**src/rtl/pe_loop_sequencer_pkg.sv**
```systemverilog
// Shared types and constants for the PE loop sequencer: loop configuration,
// FSM states and the configuration legality check.
package pe_loop_sequencer_pkg;

  localparam int PAD_ADDR_WD = 8;
  localparam int LOOP_CNT_WD = 4;
  localparam int IW_WD       = 5;
  localparam int NUM_LOOPS   = 3;

  // Loop nest positions, innermost first
  localparam int LOOP_S  = 0;
  localparam int LOOP_CH = 1;
  localparam int LOOP_OW = 2;

  typedef struct packed {
    logic [LOOP_CNT_WD-1:0] s;
    logic [LOOP_CNT_WD-1:0] ow;
    logic [LOOP_CNT_WD-1:0] ch;
  } pe_loop_conf_t;

  typedef enum logic [2:0] {
    ST_IDLE,
    ST_CHECK,
    ST_RUN,
    ST_DONE,
    ST_ERR
  } seq_state_t;

  // Input row width seen by one output row: OW + S - 1
  function automatic logic [IW_WD-1:0] iw_of(input pe_loop_conf_t c);
    return {1'b0, c.ow} + {1'b0, c.s} - 5'd1;
  endfunction

  // The only runtime multiply: guarantees every input-pad address fits in 8 bits
  function automatic logic conf_invalid(input pe_loop_conf_t c);
    logic [8:0] prod;
    prod = {5'b0, c.ch} * {4'b0, iw_of(c)};
    return (c.s == '0) || (c.ow == '0) || (c.ch == '0) || (prod > 9'd256);
  endfunction

endpackage

```
**src/rtl/pe_loop_sequencer_if.sv**
```systemverilog
// Control/beat bundle between a PE controller (master) and the loop sequencer (slave).
interface pe_loop_sequencer_if;
  import pe_loop_sequencer_pkg::*;

  logic                   i_start;
  logic                   i_abort;
  pe_loop_conf_t          i_conf;
  logic                   i_ready;
  logic                   o_valid;
  logic [PAD_ADDR_WD-1:0] o_ipaddr;
  logic [PAD_ADDR_WD-1:0] o_wpaddr;
  logic [LOOP_CNT_WD-1:0] o_ppaddr;
  logic                   o_psum_init;
  logic                   o_psum_last;
  logic                   o_busy;
  logic                   o_done;
  logic                   o_error;

  modport master (
    output i_start, i_abort, i_conf, i_ready,
    input  o_valid, o_ipaddr, o_wpaddr, o_ppaddr, o_psum_init, o_psum_last,
           o_busy, o_done, o_error
  );

  modport slave (
    input  i_start, i_abort, i_conf, i_ready,
    output o_valid, o_ipaddr, o_wpaddr, o_ppaddr, o_psum_init, o_psum_last,
           o_busy, o_done, o_error
  );

endinterface

```
**src/rtl/pe_loop_counter.sv**
```systemverilog
// One loop level: counts 0..max_val on enable, wrap flags the step from max back to 0.
module pe_loop_counter
  import pe_loop_sequencer_pkg::*;
#(
  parameter int WD = LOOP_CNT_WD
) (
  input  logic          clk,
  input  logic          srst,
  input  logic          clr,
  input  logic          en,
  input  logic [WD-1:0] max_val,
  output logic [WD-1:0] count,
  output logic          at_max,
  output logic          wrap
);

  logic [WD-1:0] count_reg;

  always_ff @(posedge clk) begin
    if (srst || clr) begin
      count_reg <= '0;
    end else if (en) begin
      count_reg <= at_max ? '0 : count_reg + WD'(1);
    end
  end

  assign count  = count_reg;
  assign at_max = (count_reg == max_val);
  assign wrap   = en && at_max;

endmodule

```
**src/rtl/pe_loop_sequencer.sv**
```systemverilog
// Walks the s/ch/ow loop nest of one PE pass and emits registered pad addresses
// as a valid/ready beat stream.
module pe_loop_sequencer
  import pe_loop_sequencer_pkg::*;
(
  input  logic               i_clk,
  input  logic               i_rst,
  pe_loop_sequencer_if.slave bus
);

  seq_state_t             state_reg, state_next;
  pe_loop_conf_t          conf_reg;
  logic                   start_ok;
  logic                   handshake;
  logic                   cnt_clr;
  logic                   s_wrap, ch_wrap, ow_wrap;
  logic [LOOP_CNT_WD-1:0] s_idx, ch_idx, ow_idx;
  logic                   s_at_max, ch_at_max;
  logic [NUM_LOOPS-1:0][LOOP_CNT_WD-1:0] cnt_max;
  logic [PAD_ADDR_WD-1:0] ip_reg, ip_row_reg, wp_reg;
  logic [PAD_ADDR_WD-1:0] iw_ext, ow_next_ext;

  assign handshake = (state_reg == ST_RUN) && bus.i_ready;
  assign cnt_clr   = (state_reg == ST_CHECK);
  assign start_ok  = bus.i_start && !bus.i_abort &&
                     ((state_reg == ST_IDLE) || (state_reg == ST_ERR));

  assign cnt_max[LOOP_S]  = conf_reg.s  - 4'd1;
  assign cnt_max[LOOP_CH] = conf_reg.ch - 4'd1;
  assign cnt_max[LOOP_OW] = conf_reg.ow - 4'd1;

  // Each level steps when the level inside it wraps
  for (genvar gi = 0; gi < NUM_LOOPS; gi++) begin : g_loop
    logic                   en;
    logic                   at_max;
    logic                   wrap;
    logic [LOOP_CNT_WD-1:0] count;

    if (gi == 0) begin : g_first
      assign en = handshake;
    end else begin : g_chain
      assign en = g_loop[gi-1].wrap;
    end

    pe_loop_counter #(.WD(LOOP_CNT_WD)) u_cnt (
      .clk     (i_clk),
      .srst    (i_rst),
      .clr     (cnt_clr),
      .en      (en),
      .max_val (cnt_max[gi]),
      .count   (count),
      .at_max  (at_max),
      .wrap    (wrap)
    );
  end

  assign s_idx     = g_loop[LOOP_S].count;
  assign ch_idx    = g_loop[LOOP_CH].count;
  assign ow_idx    = g_loop[LOOP_OW].count;
  assign s_at_max  = g_loop[LOOP_S].at_max;
  assign ch_at_max = g_loop[LOOP_CH].at_max;
  assign s_wrap    = g_loop[LOOP_S].wrap;
  assign ch_wrap   = g_loop[LOOP_CH].wrap;
  assign ow_wrap   = g_loop[LOOP_OW].wrap;

  always_ff @(posedge i_clk) begin
    if (i_rst) begin
      state_reg <= ST_IDLE;
      conf_reg  <= '0;
    end else begin
      state_reg <= state_next;
      if (start_ok) begin
        conf_reg <= bus.i_conf;
      end
    end
  end

  always_comb begin
    state_next = state_reg;
    if (bus.i_abort) begin
      state_next = ST_IDLE;
    end else begin
      case (state_reg)
        ST_IDLE, ST_ERR: if (bus.i_start) state_next = ST_CHECK;
        ST_CHECK:        state_next = conf_invalid(conf_reg) ? ST_ERR : ST_RUN;
        ST_RUN:          if (ow_wrap) state_next = ST_DONE;
        ST_DONE:         state_next = ST_IDLE;
        default:         state_next = ST_IDLE;
      endcase
    end
  end

  assign iw_ext      = {3'b0, iw_of(conf_reg)};
  assign ow_next_ext = {4'b0, ow_idx} + 8'd1;

  // ip_row_reg = ch_idx*IW + ow_idx, i.e. the input address at s_idx = 0.
  // wp is contiguous across the s->ch wrap, so it only resets on an ow step.
  always_ff @(posedge i_clk) begin
    if (i_rst || cnt_clr) begin
      ip_reg     <= '0;
      ip_row_reg <= '0;
      wp_reg     <= '0;
    end else if (handshake) begin
      if (!s_wrap) begin
        ip_reg <= ip_reg + 8'd1;
        wp_reg <= wp_reg + 8'd1;
      end else if (!ch_wrap) begin
        ip_row_reg <= ip_row_reg + iw_ext;
        ip_reg     <= ip_row_reg + iw_ext;
        wp_reg     <= wp_reg + 8'd1;
      end else if (!ow_wrap) begin
        ip_row_reg <= ow_next_ext;
        ip_reg     <= ow_next_ext;
        wp_reg     <= '0;
      end
    end
  end

  assign bus.o_valid     = (state_reg == ST_RUN);
  assign bus.o_busy      = (state_reg == ST_CHECK) || (state_reg == ST_RUN);
  assign bus.o_done      = (state_reg == ST_DONE);
  assign bus.o_error     = (state_reg == ST_ERR);
  assign bus.o_ipaddr    = ip_reg;
  assign bus.o_wpaddr    = wp_reg;
  assign bus.o_ppaddr    = ow_idx;
  assign bus.o_psum_init = bus.o_valid && (s_idx == '0) && (ch_idx == '0);
  assign bus.o_psum_last = bus.o_valid && s_at_max && ch_at_max;

endmodule

```
**src/flat_wrapper.sv**
```systemverilog
// flat-port wrapper written by rule: the top's interface ports become plain ports
module pe_loop_sequencer_flat import pe_loop_sequencer_pkg::*;
  (i_clk, i_rst, bus_i_start, bus_i_abort, bus_i_conf, bus_i_ready, bus_o_valid, bus_o_ipaddr, bus_o_wpaddr, bus_o_ppaddr, bus_o_psum_init, bus_o_psum_last, bus_o_busy, bus_o_done, bus_o_error);
  pe_loop_sequencer_if bus_i ();
  input  logic i_clk;
  input  logic i_rst;
  input wire logic [$bits(bus_i.i_start)-1:0] bus_i_start;
  input wire logic [$bits(bus_i.i_abort)-1:0] bus_i_abort;
  input wire logic [$bits(bus_i.i_conf)-1:0] bus_i_conf;
  input wire logic [$bits(bus_i.i_ready)-1:0] bus_i_ready;
  output wire logic [$bits(bus_i.o_valid)-1:0] bus_o_valid;
  output wire logic [$bits(bus_i.o_ipaddr)-1:0] bus_o_ipaddr;
  output wire logic [$bits(bus_i.o_wpaddr)-1:0] bus_o_wpaddr;
  output wire logic [$bits(bus_i.o_ppaddr)-1:0] bus_o_ppaddr;
  output wire logic [$bits(bus_i.o_psum_init)-1:0] bus_o_psum_init;
  output wire logic [$bits(bus_i.o_psum_last)-1:0] bus_o_psum_last;
  output wire logic [$bits(bus_i.o_busy)-1:0] bus_o_busy;
  output wire logic [$bits(bus_i.o_done)-1:0] bus_o_done;
  output wire logic [$bits(bus_i.o_error)-1:0] bus_o_error;
  assign bus_i.i_start = bus_i_start;
  assign bus_i.i_abort = bus_i_abort;
  assign bus_i.i_conf = bus_i_conf;
  assign bus_i.i_ready = bus_i_ready;
  assign bus_o_valid = bus_i.o_valid;
  assign bus_o_ipaddr = bus_i.o_ipaddr;
  assign bus_o_wpaddr = bus_i.o_wpaddr;
  assign bus_o_ppaddr = bus_i.o_ppaddr;
  assign bus_o_psum_init = bus_i.o_psum_init;
  assign bus_o_psum_last = bus_i.o_psum_last;
  assign bus_o_busy = bus_i.o_busy;
  assign bus_o_done = bus_i.o_done;
  assign bus_o_error = bus_i.o_error;
  pe_loop_sequencer u_core (.i_clk(i_clk), .i_rst(i_rst), .bus(bus_i));
endmodule
```
**config.mk**
```make
export PLATFORM = sky130hd
export DESIGN_NAME = pe_loop_sequencer_flat
export DESIGN_NICKNAME = d
export VERILOG_FILES = /design/src/rtl/pe_loop_sequencer_pkg.sv /design/src/rtl/pe_loop_sequencer_if.sv /design/src/rtl/pe_loop_counter.sv /design/src/rtl/pe_loop_sequencer.sv /design/src/flat_wrapper.sv
export SDC_FILE = /design/constraint.sdc
export NUM_CORES = 1
export LEC_CHECK = 0
export CORE_MARGIN = 1.5
export CORE_UTILIZATION = 55
export CTS_CLUSTER_SIZE = 16
export DETAILED_ROUTE_END_ITERATION = 8
export PLACE_DENSITY = 0.85
export REMOVE_ABC_BUFFERS = 1
export SLEW_MARGIN = 20
export SYNTH_ARGS = -nofsm -noshare
export SYNTH_HDL_FRONTEND = slang
export SYNTH_SLANG_ARGS = --single-unit
export TNS_END_PERCENT = 50
```
**constraint.sdc**
```tcl
create_clock -name i_clk -period 11.8 [get_ports i_clk]
set_clock_uncertainty 0.2 [all_clocks]
set_input_delay 2.36 -clock i_clk [delete_from_list [all_inputs] [get_ports i_clk]]
set_output_delay 2.36 -clock i_clk [all_outputs]
set_load 0.01 [all_outputs]
```
==> results of run 1 <==
logic make-up after synthesis:
logic type                 Yosys count  share of synthesized area, %
AOI/OAI and AO/OA                  117                          19.4
xor gates and xnor gates            29                          7.34
adders and majority gates           44                          15.8
buffers and inverters               51                          5.55
DFF                                 51                          26.5
muxes                                5                          1.36
and+or+nand+nor                    180                          24.0
layer usage:
metal | routed length (microns) | global-route usage [%]
met4 | 227 | 10.9
met2 | 4540 | 43.3
met3 | 407 | 3.71
met5 | 0 | 0
met1 | 4000 | 32.1
report_power, final:
| part | switching [uW] | internal, uW |
|---|---|---|
| registers | 3.23 | 174 |
| logic | 42.9 | 32.9 |
| clock network | 59.2 | 41.8 |
| total | 105 | 249 |
stage by stage:
| step | utilization (%) | area [sq um] | std cells |
|---|---|---|---|
| after floorplan | - | 3750 | 457 |
| after global placement | 63.5 | 4320 | 597 |
| after detailed placement | 63.5 | 4320 | 597 |
| after CTS | 64.7 | 4400 | 605 |
| after global routing | 64.7 | 4400 | 605 |
| final | 64.7 | 4400 | 605 |
worst max path at each step:
stage | cells past startpoint | to | start
floorplan | 18 | u_core.state_reg[1] | u_core.conf_reg[9]
global placement | 7 | bus_o_psum_last | u_core.conf_reg[0]
detailed placement | 7 | bus_o_psum_last | u_core.conf_reg[0]
CTS | 7 | bus_o_psum_last | u_core.conf_reg[0]
global route | 7 | bus_o_psum_last | u_core.conf_reg[0]
finish | 7 | bus_o_psum_last | u_core.conf_reg[0]
Yosys cell counts (all sizes together) (4+ instances only):
master	n
a21oi	47
fa	8
ha	36
nor3	14
dfxtp	51
nand3b	6
o21a	4
inv	31
o21ai	18
clkbuf	9
a21o	6
nor4	4
o22ai	5
and2	15
buf	11
o31ai	4
nand2	60
xor2	13
a211oi	5
a22oi	4
xnor2	14
nor2	34
nand3	18
and3	4
nor3b	6
layout make-up:
| class | count | share of cell area (%) |
|---|---|---|
| sequential | 51 | 23.2 |
| tap | 96 | 2.73 |
| clock inverter | 1 | 0.114 |
| inverter | 31 | 2.65 |
| timing repair buffer | 44 | 9.90 |
| multi-input combinational | 375 | 59.7 |
| clock buffer | 7 | 1.74 |
worst max-delay path: cells and delay by family (launching register included):
kind	cells	cell delay, ns
AND/OR/NAND/NOR	3	1.04
XOR/XNOR	1	0.13
buffers and inverters	2	0.62
adder cells (fa/ha/maj)	1	0.31
flip-flops	1	0.51
==> results_dict.tcl, run 1 <==
set metrics [dict create \
    grt_pass1_wl_microns 15300 \
    crit_path_cell_trace "inv_1, ha_1, xor2_1, nand3_1, nor2_2, and4_1, clkdlybuf4s50_1" \
    hold_end "u_core.ip_row_reg[3]" \
    die_y_microns 86.7 \
    postCtsHoldBufs 0 \
    ys.flop_type "dfxtp_1" \
    rr_worst_depth 18 \
    cts_buffer_depth 2 \
    drive_gt1_share_pct 4.52 \
    seq_area_frac_synth_pct 26.5 \
    clkLatencyLatePin_ns 0.31 \
    leakage_uw 0.00168 \
    synth.distinct_cells 67 \
    slew_headroom_pct 31.3 \
    syn_inst 477 \
    io_buffers 42 \
    rsz0062_at_grt "false" \
    io_pins 43 \
    p_total_uw 354 \
    powerDensity_nw_per_um2 80.5 \
    finalSetupViolCount 0 \
    grt_usage_pct 25.4 \
    die_w_microns 86.7 \
    worst_setup_path_end_kind "output pin" \
    synth_edf_count 0 \
    critical_path_required_ns 9.24 \
    multiInputGateArea_sq_um 2620 \
    startpoint_type "flop" \
    crit_path_max_incr_delay_ns 0.61 \
    grt_pass1_vias 3366 \
    syn_to_final_growth_pct 14.2 \
    drtAntennaViolNets 0 \
    path_class "flop to output pin" \
    rr_endpoint "u_core.state_reg[1]" \
    place_hpwl_microns 6870 \
    post_drt_wl_per_cell_microns 15.2 \
    fmax_mhz 182 \
    ctsRootBufferMaster "clkbuf_8" \
    synth.area.top_cells "dfxtp_1, ha_1, a21oi_1" \
    drc_errors 0 \
    row_count 30 \
    cts_tree "done" \
    holdWs_ns 0.266 \
    antenna_cells 0 \
    ys_ff_latch 51 \
    place.gp.congestion 0.866 \
    worstHoldStart "u_core.ip_row_reg[3]" \
    start_util_pct 56.7 \
    period_minus_slack_ns 5.49 \
    drt_iter0_drc 213 \
    worst_pin_slew_ns 1.03 \
    r2r_start "u_core.conf_reg[9]" \
    seqCellArea_sq_um 1020 \
    whs_path_depth 2 \
    yosys.area.top_type "dfxtp_1" \
    r2r_setup_slack_ns 6.94 \
    synth_area_sq_um 3850 \
    fillers 555 \
    num_vias 3564 \
    crit_fanout 19 \
    post_cts_buffers 0 \
    wirelength_microns 9180 \
    final_cell_mix "nand2_1, dfxtp_1, a21oi_1" \
    period_share_pct 46.5 \
    clk_pin_slew_ns 0.09 \
    setup_slack_ns 6.31 \
    yosys_warnings 0 \
    fin_nets 569 \
    antenna_found_initial 0 \
    dieArea_sq_um 7520 \
    htreeDepth 2 \
    avgSynthCellArea_sq_um 8.08 \
    core_sq_um 6790 \
    outcome "finished clean" \
    first_pass_iters 5 \
    arrival_ns 2.93 \
    grt.overflow.total 0 \
    final_common_cell "nand2_1" \
    hp-class "flop to flop" \
    slew_viol_final 0 \
    drv_cap 0 \
    cp_slowest_cell "nor2_2" \
    grt_max_degree 27 \
    post_cts_resized 0 \
    final.setup.tns_ns 0 \
    synth_top_area_share_pct 26.5 \
    async_reset_ff_share_pct 0 \
    peakVddDrop_mv 0.0642 \
    cts_made_buffers 5 \
    viasPerCell 5.89 \
    clock_sinks 51 \
    hold_violations 0 \
    detailedPlace.worstSlack_ns 6.69 \
]
No activity file was read; power rests on OpenSTA's default activity.
==> inputs of run 2 (changes only) <==
- clock period: 11.8 -> 5.74 ns (I/O delays scaled with it)
==> run 2 against run 1 <==
Against the previous run: wire length up 0.41%; non-clock buffer count up 1; die area unchanged; sequential power up 110%; highest routed layer unchanged.
==> results_dict.tcl, run 2 (same netlist as run 1, synthesis figures left out) <==
set metrics [dict create \
    syn_to_final_growth_pct 14.4 \
    path_class "flop to flop" \
    grt.overflow.total 0 \
    leakage_uw 0.00169 \
    grtUsageMet3_pct 2.95 \
    first_pass_iters 5 \
    fin_util_pct 64.8 \
    drtAntennaViolNets 0 \
    finalSetupViolCount 0 \
    dieArea_sq_um 7520 \
    worstHoldStart "u_core.ip_row_reg[2]" \
    p_int_uw 512 \
    die_w_microns 86.7 \
    slew_headroom_pct 32.1 \
    clock_sinks 51 \
    io_buffers 42 \
    grt_pass1_vias 3392 \
    p_seq_share_pct 50.1 \
    final_cell_mix "nand2_1, dfxtp_1, a21oi_1" \
    place_hpwl_microns 6970 \
    pwr-share-comb_pct 21.3 \
    post_cts_buffers 0 \
    drv_cap 0 \
    fillers 555 \
    crit_path_cell_trace "inv_1, ha_1, inv_1, ha_1, fa_1, xor2_1, and2_1, fa_1, inv_1, fa_1, inv_1, ha_1, nor2b_1, o31a_1, o21a_1, o21a_1, o31a_1, o211a_1" \
    post_cts_resized 0 \
    worst_pin_slew_ns 1.02 \
    period_share_pct 84.0 \
    switching_share_pct 29.7 \
    place.gp.congestion 0.858 \
    row_count 30 \
    startpoint_type "flop" \
    multiInputGateArea_sq_um 2620 \
    clk_pin_slew_ns 0.09 \
    cp-startpoint "u_core.conf_reg[9]" \
    hold_violations 0 \
    setup_slack_ns 0.921 \
    clkPwrFrac_pct 28.5 \
    detailedPlace.worstSlack_ns 0.970 \
    met1_usage_pct 32.1 \
    period_minus_slack_ns 4.82 \
    crit_fanout 5 \
    drive_gt1_share_pct 4.71 \
    rsz0062_at_grt "false" \
    slew_viol_final 0 \
    design_area_sq_um 4410 \
    cts_tree "done" \
    grt_pass1_wl_microns 15500 \
    r2r_start "u_core.conf_reg[9]" \
    ctsRootBufferMaster "clkbuf_8" \
    wirelength_microns 9220 \
    peakVddDrop_mv 0.162 \
    antenna_cells 0 \
    hp-class "flop to flop" \
    worst_setup_path_end_kind "flop" \
    powerDensity_nw_per_um2 165 \
    holdWs_ns 0.271 \
    drt_iter0_drc 210 \
    crit_path_max_incr_delay_ns 0.52 \
    cts_made_buffers 5 \
    num_vias 3557 \
    viasPerCell 5.87 \
    outcome "finished clean" \
    grt_max_degree 27 \
    fmax_mhz 208 \
    p_switching_uw 216 \
    final.setup.tns_ns 0 \
    met2_usage_pct 45.0 \
    grt_usage_pct 25.6 \
    critical_path_required_ns 5.75 \
    top_usage_layer "met2" \
    final_common_cell "nand2_1" \
    post_drt_wl_per_cell_microns 15.2 \
    htreeDepth 2 \
    dpl-instance-area_sq_um 4320 \
    cp_slowest_cell "fa_1" \
    io_pins 43 \
    die_y_microns 86.7 \
    start_util_pct 56.7 \
    arrival_ns 4.83 \
    worst_path_most_repeated_cell "inv_1" \
    fin_nets 570 \
    drc_errors 0 \
    clkLatencyLatePin_ns 0.31 \
    cts_buffer_depth 2 \
    postCtsHoldBufs 0 \
    core_sq_um 6790 \
    seqCellArea_sq_um 1020 \
    antenna_found_initial 0 \
]
-- run 2: power by group through the flow --
stage,clock network (uW),logic (uW),registers [uW]
after floorplan,0,108,371
after global placement,0,147,373
after detailed placement,0,153,373
after CTS,208,155,365
after global routing,228,173,366
final,208,155,365
-- run 2: per-layer routing --
metal  up-vias  part of all wire [%]
met5         -                     0
met4         0                   1.7
met3        13                   4.2
met2        98                    49
met1      1701                    45
li1       1745                     -
-- run 2: area by class of cell --
class | count | area share [%]
well taps | 96 | 2.73
clock inverters | 1 | 0.114
multi-input cells | 375 | 59.6
inverters | 31 | 2.64
repair buffers | 45 | 10.1
clock buffers | 7 | 1.73
flip-flops and latches | 51 | 23.2
-- run 2: stage by stage --
stage | instances | total power [uW]
global placement | 598 | 519
detailed placement | 598 | 526
global route | 606 | 766
CTS | 606 | 727
finish | 606 | 728
floorplan | 457 | 479
-- run 2: critical path, delay by kind of cell (launching register included) --
family	cells	cell delay (ns)
buffers and inverters	4	0.24
DFF	1	0.38
AOI/OAI and AO/OA	5	1.13
and+or+nand+nor	2	0.34
xor gates and xnor gates	1	0.22
adders and majority gates	6	2.20
-- run 2: worst paths after layout --
kind	cells past startpoint	slack, ns	endpoint
max	18	0.92	u_core.state_reg[1]
min	2	0.27	u_core.ip_row_reg[2]
min reg2reg	2	0.27	u_core.ip_row_reg[2]
max reg2reg	18	0.92	u_core.state_reg[1]
==> inputs of run 3 (changes only) <==
- CORE_UTILIZATION: 55 -> 52
- clock period: 5.74 -> 4.1 ns (I/O delays scaled with it)
==> run 3 against run 2 <==
Against the previous run: the run now ends with negative setup slack left; die area grew 5.6%; via count up 4.4%; worst hold slack barely moved; fmax rose by 8.8%; power increased by 53%; global-route usage up 0.44 points; non-clock buffer count grew 30; first-iteration DRC count down 9.0%; final cell count up 5.4%.
==> results_dict.tcl, run 3 (same netlist as run 1, synthesis figures left out) <==
set metrics [dict create \
    num_vias 3713 \
    place_hpwl_microns 7240 \
    viasPerCell 5.81 \
    row_count 31 \
    core_sq_um 7210 \
    syn_to_final_growth_pct 22.5 \
    path_depth 18 \
    drive_gt1_share_pct 13.7 \
    cts_made_buffers 5 \
    io_buffers 42 \
    final_cell_mix "nand2_1, dfxtp_1, a21oi_1" \
    clk_pin_slew_ns 0.10 \
    io_pins 43 \
    r2r_setup_slack_ns -0.33 \
    crit_path_max_incr_delay_ns 0.49 \
    worst_setup_path_end_kind "flop" \
    grt_pass1_wl_microns 16200 \
    path_class "flop to flop" \
    htreeDepth 2 \
    crit_path_cell_trace "inv_2, ha_4, inv_2, ha_4, fa_2, xor2_2, and2_4, fa_1, inv_1, fa_1, inv_2, ha_4, nor2b_1, o31a_1, o21a_1, o21a_1, o31a_1, o211a_1" \
    leakage_uw 0.00184 \
    die_y_microns 89.1 \
    drc_errors 0 \
    setup_slack_ns -0.331 \
    startpoint_type "flop" \
    place_inst 627 \
    fmax_mhz 226 \
    clock_sinks 51 \
    arrival_ns 4.45 \
    worstHoldStart "u_core.ip_row_reg[2]" \
    finalSetupViolCount 2 \
    fin_nets 600 \
    failed_checks "negative setup slack" \
    slew_viol_final 0 \
    grt.overflow.total 0 \
    peakVddDrop_mv 0.177 \
    rr_worst_depth 18 \
    start_util_pct 53.4 \
    clkLatencyLatePin_ns 0.32 \
    worst_pin_slew_ns 1.02 \
    grt_max_degree 26 \
    dieArea_sq_um 7930 \
    grt_usage_pct 26.1 \
    antenna_found_initial 0 \
    slew_headroom_pct 31.8 \
    postCtsHoldBufs 0 \
    cts_buffer_depth 2 \
    endpoint "u_core.state_reg[1]" \
    cts_tree "done" \
    crit_fanout 2 \
    period_share_pct 108 \
    drt_iter0_drc 191 \
    post_drt_wl_per_cell_microns 15.8 \
    powerDensity_nw_per_um2 236 \
    drtAntennaViolNets 0 \
    r2r_start "u_core.conf_reg[5]" \
    hp-class "flop to flop" \
    place.gp.congestion 0.841 \
    antenna_cells 0 \
    ctsRootBufferMaster "clkbuf_8" \
    grt_pass1_vias 3552 \
    drv_cap 0 \
    fin_util_pct 65.4 \
    outcome "finished, violations left" \
    hold_violations 0 \
    detailedPlace.worstSlack_ns -0.540 \
    cp_slowest_cell "fa_1" \
    critical_path_required_ns 4.12 \
    rr_endpoint "u_core.state_reg[1]" \
    cp-startpoint "u_core.conf_reg[5]" \
    wirelength_microns 10100 \
    path_delay_family "adder cells" \
    final.setup.tns_ns -0.569 \
    fin_cells 639 \
    period_minus_slack_ns 4.43 \
    first_pass_iters 6 \
    path_buf_inv 4 \
    final_common_cell "nand2_1" \
    die_w_microns 89.1 \
    rsz0062_at_grt "true" \
]
-- run 3: changes by cell type in the layout (fill, tap and decap cells not counted), moves of 2 or more --
cell,change
ha_4,+3
inv_1,-5
ha_1,-3
a21oi_2,+2
a21oi_1,-2
inv_2,+5
clkbuf_1,-2
dfxtp_2,+4
dfxtp_1,-4
buf_4,+29
-- run 3: worst min-delay path by stage --
stage / slack [ns] / endpoint / depth (start not counted)
floorplan: 0.24 / u_core.ip_row_reg[2] / 2
global placement: 0.25 / u_core.ip_row_reg[3] / 2
detailed placement: 0.26 / u_core.ip_row_reg[2] / 2
CTS: 0.27 / u_core.ip_row_reg[2] / 2
global route: 0.31 / u_core.ip_row_reg[2] / 2
finish: 0.27 / u_core.ip_row_reg[2] / 2
-- run 3: cell type report --
| type | instances | area, sq um |
|---|---|---|
| Clock inverter | 2 | 16.3 |
| Clock buffer | 6 | 82.6 |
| Inverter | 31 | 116 |
| Multi-Input combinational cell | 375 | 2680 |
| Timing Repair Buffer | 75 | 672 |
| Fill cell | 579 | 2490 |
| Sequential cell | 51 | 1030 |
| Tap cell | 99 | 124 |
-- run 3: routing by layer --
metal  GRT usage [%]  routed length [microns]
met1            31.5                     4260
met2            45.5                     5050
met3            3.51                      434
met4            12.9                      322
met5               0                        0
-- run 3: power breakdown --
group	leakage (uW)	internal, uW	switching, uW
Combinational	0.00138	137	148
Clock	0.0000474	138	182
Sequential	0.000414	501	8.56
Total	0.00184	777	339
-- run 3: stage by stage --
stage / instance area (sq um) / power, uW / hold slack, ns
global placement: 4520 / 757 / 0.252
global route: 4720 / 1160 / 0.308
CTS: 4690 / 1090 / 0.273
finish: 4720 / 1120 / 0.271
detailed placement: 4520 / 769 / 0.260
floorplan: 3750 / 670 / 0.241
-- run 3: worst register-to-register path, cell delays in order (launching register included) --
cell and delay, ns:
dfxtp_2 0.36, inv_2 0.05, ha_4 0.26, inv_2 0.04, ha_4 0.15, fa_2 0.34
xor2_2 0.16, and2_4 0.16, fa_1 0.47, inv_1 0.05, fa_1 0.49, inv_2 0.05
ha_4 0.22, nor2b_1 0.14, o31a_1 0.30, o21a_1 0.20, o21a_1 0.16, o31a_1 0.32
o211a_1 0.22
-- run 3: repair_timing --
action / 4_1_cts / 5_1_grt
buffers inserted: 2 / 2
endpoints found under the setup margin: 2 / 2
gates resized for setup: 13 / 7
hold endpoints to repair: 0 / 0
pin swaps: 12 / 8
